[config.mk]
export PLATFORM = sky130hd
export DESIGN_NAME = instruction_fetch_unit
export DESIGN_NICKNAME = d
export VERILOG_FILES = /design/src/rtl/instruction_fetch_unit.sv
export SDC_FILE = /design/constraint.sdc
export NUM_CORES = 1
export LEC_CHECK = 0
export CAP_MARGIN = 10
export CORE_UTILIZATION = 54
export CTS_BUF_LIST = sky130_fd_sc_hd__clkbuf_16
export DETAILED_ROUTE_END_ITERATION = 8
export PLACE_DENSITY = 0.95
export SYNTH_ARGS = -nofsm -noshare
export SYNTH_HDL_FRONTEND = slang
export SYNTH_SLANG_ARGS = --single-unit
[constraint.sdc]
create_clock -name clk -period 3.1 [get_ports clk]
set_input_delay 0.62 -clock clk [delete_from_list [all_inputs] [get_ports clk]]
set_output_delay 0.62 -clock clk [all_outputs]
set_load 0.005 [all_outputs]
[src/rtl/instruction_fetch_unit.sv]
// Fetch-side initiator for the program ROM. It owns the fetch PC and buffers fetched
// {pc, instruction} pairs in a small queue that feeds decode over a valid/ready handshake.
module instruction_fetch_unit #(
    parameter int                ADDR_W   = 8,
    parameter int                DATA_W   = 8,
    parameter int                DEPTH    = 2,
    parameter logic [ADDR_W-1:0] RESET_PC = '0
) (
    input  logic              clk,
    input  logic              rst_n,
    output logic [ADDR_W-1:0] pc,
    input  logic [DATA_W-1:0] instruction,
    input  logic              halt,
    input  logic              redirect,
    input  logic [ADDR_W-1:0] redirect_target,
    output logic              instr_valid,
    output logic [DATA_W-1:0] instr_data,
    output logic [ADDR_W-1:0] instr_pc,
    input  logic              instr_ready
);
    localparam int PTR_W = (DEPTH > 1) ? $clog2(DEPTH) : 1;
    localparam int CNT_W = PTR_W + 1;

    logic [ADDR_W-1:0] fetch_pc_q, fetch_pc_d;
    logic [PTR_W-1:0]  rd_q, rd_d, wr_q, wr_d;
    logic [CNT_W-1:0]  count_q, count_d;
    logic [DATA_W-1:0] data_q [DEPTH];
    logic [ADDR_W-1:0] addr_q [DEPTH];
    logic              full, pop, push;

    assign full = (count_q == CNT_W'(DEPTH));
    assign pop  = instr_valid & instr_ready & ~redirect;
    // A pop frees the head slot in the same cycle, so a full queue can still accept a push.
    assign push = ~halt & ~redirect & (~full | pop);

    always_comb begin
        fetch_pc_d = fetch_pc_q;
        rd_d       = rd_q;
        wr_d       = wr_q;
        count_d    = count_q;
        if (redirect) begin
            fetch_pc_d = redirect_target;
            rd_d       = '0;
            wr_d       = '0;
            count_d    = '0;
        end else begin
            if (pop)
                rd_d = rd_q + PTR_W'(1);
            if (push) begin
                wr_d       = wr_q + PTR_W'(1);
                fetch_pc_d = fetch_pc_q + ADDR_W'(1);
            end
            if (push && !pop)
                count_d = count_q + CNT_W'(1);
            else if (pop && !push)
                count_d = count_q - CNT_W'(1);
        end
    end

    always_ff @(posedge clk or negedge rst_n) begin
        if (!rst_n) begin
            fetch_pc_q <= RESET_PC;
            rd_q       <= '0;
            wr_q       <= '0;
            count_q    <= '0;
            for (int i = 0; i < DEPTH; i++) begin
                data_q[i] <= '0;
                addr_q[i] <= '0;
            end
        end else begin
            fetch_pc_q <= fetch_pc_d;
            rd_q       <= rd_d;
            wr_q       <= wr_d;
            count_q    <= count_d;
            if (push) begin
                data_q[wr_q] <= instruction;
                addr_q[wr_q] <= fetch_pc_q;
            end
        end
    end

    // Head outputs come only from registered state and are gated to zero when empty.
    assign pc          = fetch_pc_q;
    assign instr_valid = (count_q != '0);
    assign instr_data  = instr_valid ? data_q[rd_q] : '0;
    assign instr_pc    = instr_valid ? addr_q[rd_q] : '0;

endmodule

## After elaboration in Yosys (flattened, before gate mapping)

Index checks and enable logic that the tools add are counted.

- Add/sub/neg operators: 5
- Order comparisons: 3
- Equal/unequal tests: 1
- Muxes and demuxes: 21
- Bitwise operators: 10
- Reductions and logical operators: 9

Operators with widths:

| kind | count |
|---|---|
| $mux W8 | 11 |
| $bwmux W16 | 2 |
| $add A8 B1 Y8 const B | 1 |
| $demux W8 S1 | 1 |
| $mux W2 | 3 |
| $reduce_bool A2 Y1 | 3 |
| $and A1 B1 Y1 | 4 |
| $ge A2 B2 Y1 const B | 2 |
| $mux W1 | 4 |
| $not A1 Y2 | 2 |
| $logic_and A1 B1 Y1 | 3 |
| $not A1 Y1 | 3 |
| $reduce_bool A3 Y1 | 1 |
| $add A1 B1 Y1 const B | 2 |
| $add A2 B1 Y2 const B | 1 |
| $eq A2 B2 Y1 const B | 1 |
| $logic_not A1 Y1 | 2 |
| $lt A2 B1 Y1 const B | 1 |
| $sub A2 B1 Y2 const B | 1 |
| $or A1 B1 Y1 | 1 |

- Bits in registers: 44
- Bits of input ports: 21
- Output and inout bits: 25
- Logic and storage cells: 57

## Depth between registers and ports, before layout

- Depth in word-level cells: 10
- Gate-level depth with buffers: 5
- Mapped depth without buffers: 4

## Least setup slack after synthesis

No wires, ideal clock.

- Kind: register to output
- Start point: register count_q[1]
- End point: output port instr_data[5]
- Data arrival time: 1.217 ns
- Required time: 2.480 ns
- Setup slack: 1.263 ns
- Stages on the path, launching flop included: 5
- Buffers on the path: 2
- Path through: dfrtp_1 buf_4 nor2_1 clkbuf_1 nor2_1

- Cells in the longest elaborated chain, start to end: 2

RTL lines:

| element | RTL line | RTL |
|---|---|---|
| from (decl) | 26 | `logic [CNT_W-1:0] count_q, count_d;` |
| from (signal assigned) | 74 | `count_q <= count_d;` |
| $reduce_bool A2 Y1 | 84 | `assign instr_valid = (count_q != '0);` |
| $mux W8 | 85 | `assign instr_data = instr_valid ? data_q[rd_q] : '0;` |
| to (decl) | 17 | `output logic [DATA_W-1:0] instr_data,` |

No other way between the ends.

## Worst setup path in the final report

- Start point: register rd_q
- End point: output port instr_pc[1]

- Cells in the longest elaborated chain, start to end: 5

RTL lines:

| element | RTL line | RTL |
|---|---|---|
| from (decl) | 25 | `logic [PTR_W-1:0] rd_q, rd_d, wr_q, wr_d;` |
| from (signal assigned) | 72 | `rd_q <= rd_d;` |
| $not A1 Y2 (implied by the code) | 86 | `assign instr_pc = instr_valid ? addr_q[rd_q] : '0;` |
| $mux W8 (implied by the code) (3 in series) | 86 |  |
| $mux W8 | 86 |  |
| to (decl) | 18 | `output logic [ADDR_W-1:0] instr_pc,` |

No other way between the ends. The select of a mux whose other input is x is not followed.

==> implementation parameters <==
Parameter                              Value

Route
  First-iteration detailed-routing DRC count ... 67
  Via/cell ratio ... 5.84
  Vias after detailed routing ... 1628
  Average wire per standard cell ... 16.0 µm
  Post-route ant nets ... 0
  DRC ... 0
  Final WL ... 4.47 mm
  Count of TritonRoute iterations in the first routing pass ... 4

Setup path
  Endpoint of the lowest-slack register-to-register path ... addr_q[8]$_DFFE_PN0P_
  Worst R2R Path Depth ... 4
  Worst Path Required ... 2.48 ns
  CP max-delay cell ... sky130_fd_sc_hd__dfrtp_1
  Largest stage delay on the critical path ... 0.55 ns
  Critical path capture point type ... output port
  Ordered cell list for the critical path ... buf_4 -> mux2i_1 -> nor2_1 -> clkdlybuf4s50_1
  Worst setup path endpoint ... instr_pc[1]
  Critical path launch point ... rd_q$_DFFE_PN0P_
  Type of element launching the critical path ... register
  Setup slack of the most critical reg-to-reg path ... 1.35 ns
  Max FO, Critical Path ... 11
  Worst reg2reg startpoint ... count_q[0]$_DFFE_PN0P_
  Arrival time at the worst endpoint ... 1.89 ns
  Type of the worst setup path ... register to output port

Global routing
  Largest net degree at the start of global routing ... 45
  Number of antenna violations at the first check in global routing ... 0
  Via count of the first global-routing pass ... 1577
  Total global routing overflow ... 0
  Tot GR Track Use ... 24.3%
  Wire length of the first global-routing pass ... 7.76 mm

Timing
  Highest achievable clock rate ... 398 MHz
  Worst max-slew margin expressed relative to the limit ... 37.2%
  Sum Neg Setup Slack ... 0 ns
  Worst clock skew ... 0.00186 ns
  Least-Margin Pin Slew ... 0.942 ns
  RSZ-0062 raised after global routing ... no
  Portion of the clock cycle consumed by the worst path in the final layout ... 81.1%
  Count of endpoints failing setup in the final report ... 0
  Worst Setup Slack, final ... 0.587 ns
  Worst-case hold slack ... 0.483 ns
  Post-route minimum period ... 2.51 ns
  Final Max Slew Viols ... 0
  Final-report hold violation count ... 0

Floorplan
  Starting Density ... 58.1%
  Vertical die dimension ... 65.7 µm
  Area enclosed by the die boundary ... 0.00431 mm²
  Placement Rows ... 22
  Ports placed on the boundary ... 46
  DIE WIDTH ... 65.7 µm
  Floorplan core area ... 0.00377 mm²

Clock tree
  Total CTS buffers ... 5
  Bufs on Longest Clock Path ... 2
  CTS root buf ... sky130_fd_sc_hd__clkbuf_16
  Worst-skew pair later-pin latency ... 0.28 ns
  Post-CTS Hold Buffers ... 0
  CTS tree ... built
  CTS H-tree depth ... 2
  CTS-repair resized insts ... 0
  Post-CTS setup buffers ... 0
  Clock-pin slew on the worst setup and hold paths ... 0.06 ns
  CTS sink cnt ... 44

Power
  Areal power density over the cells ... 586 mW/mm²
  Leakage power ... 1.13 nW
  VDD IR max ... 0.000324 V

Finish
  Layout Nets ... 252
  Non-filler instance count after layout ... 279
  Proportion of layout cells with a drive suffix above 1 ... 21.2%
  Total area of sequential cells ... 0.00110 mm²
  Layout Cell Area excl Fill ... 0.00280 mm²
  Synthesis-to-finish area growth ... 27.9%
  Antenna diode count ... 0
  Filler Cell Count ... 250
  Area of the multi-input gates ... 0.00101 mm²
  Commonest cells after routing, fill and taps aside ... sky130_fd_sc_hd__dfrtp_1, sky130_fd_sc_hd__clkdlybuf4s50_1, sky130_fd_sc_hd__mux2_2

Yosys
  Post-Syn Area ... 0.00219 mm²
  Number of enable flip-flop cells after synthesis ... 0
  Register area share after synthesis ... 50.3%
  Post-Synthesis Cells ... 184
  Number of flip-flops and latches in the synthesized netlist ... 44
  Proportion of register bits with asynchronous set or reset after synthesis ... 100%
  Synth warnings ... 0
  Prevailing post-synth register cell ... sky130_fd_sc_hd__dfrtp_1
  Syn nets ... 206
  Average size of a mapped cell ... 11.9 µm²
  Distinct cell type count of the synthesized netlist ... 38

Placed design
  Final Wtd Congestion ... 0.844
  Worst slack at placement ... 0.641 ns
  Number of buffer cells added on primary ports ... 45
  Final HPWL DP ... 3.02 mm
  Cell count after placement ... 271
  Placed Area ... 0.00267 mm²

Flow run
  Total of max-cap violations ... 0

Run status
  Result of the run ... completed

Min path
  Worst Hold Class ... input port to asynchronous set/reset pin
[report_power, final]
part           leakage (nW)  internal [mW]  total (mW)  switching, mW
combinational         0.530          0.228       0.365          0.137
clock                0.0738          0.289       0.486          0.197
sequential            0.522          0.700       0.790         0.0900
[through the flow]
step	util, %	total power, mW
floorplan	-	0.989
global placement	70.7	1.14
detailed placement	70.7	1.16
CTS	74.3	1.65
global route	74.3	1.73
finish	74.3	1.64
[worst max-delay path, delay by kind of cell, from the launching register on]
| kind | cells | cell delay [ns] |
|---|---|---|
| simple gates | 1 | 0.06 |
| flops | 1 | 0.55 |
| mux | 1 | 0.25 |
| buf+inv | 2 | 0.75 |
[layer usage]
metal / vias to the layer above / part of all wire, % / GRT usage [%]
met5: - / 0 / 0
met4: 0 / 1.0 / 7.61
met3: 6 / 5.3 / 6.25
met2: 56 / 49 / 36.4
met1: 801 / 45 / 34.2
li1: 765 / - / -
[synthesized netlist by cell type (all sizes together), types with 3 or more instances]
library cell	count	share of area, %
buf	6	2.1
mux2i	16	7.3
nand3	5	1.1
mux2	32	16
nor2b	3	0.86
dfrtp	44	50
nor2	25	4.3
o31ai	4	1.4
clkbuf	4	0.69
o21ai	4	0.91
a31oi	5	1.4
nor3	3	0.69
or4	4	1.4
inv	4	0.69
[kinds of logic after synthesis]
family                   after synthesis  synth area share, %
AND/OR/NAND/NOR                       55                 15.0
AO/OA/AOI/OAI                         21                 6.51
XOR/XNOR                               1                0.400
buffers and inverters                 14                 3.43
adder cells (fa/ha/maj)                1                0.571
multiplexers                          48                 23.8
flip-flops                            44                 50.3
[worst min-delay path by stage]
stage                             endpoint  slack, ns
CTS                 count_q[1]$_DFFE_PN0P_       0.51
finish              count_q[1]$_DFFE_PN0P_       0.48
floorplan            addr_q[0]$_DFFE_PN0P_       0.32
global placement     data_q[0]$_DFFE_PN0P_       0.49
global route        data_q[12]$_DFFE_PN0P_       0.52
detailed placement   addr_q[6]$_DFFE_PN0P_       0.49
[flip-flops by register name, indices dropped and copies added (netlist names)]
signal   flops
rd_q         1
wr_q         1
addr_q      16
data_q      16
pc           8
count_q      2
[area by class of cell]
class                           count  area share [%]
Multi-Input combinational cell    126            36.2
Timing Repair Buffer               49            17.0
Clock inverter                      3           0.402
Inverter                            4           0.536
Tap cell                           48            2.14
Sequential cell                    44            39.3
Clock buffer                        5            4.47
(Power assumes the default switching activity.)
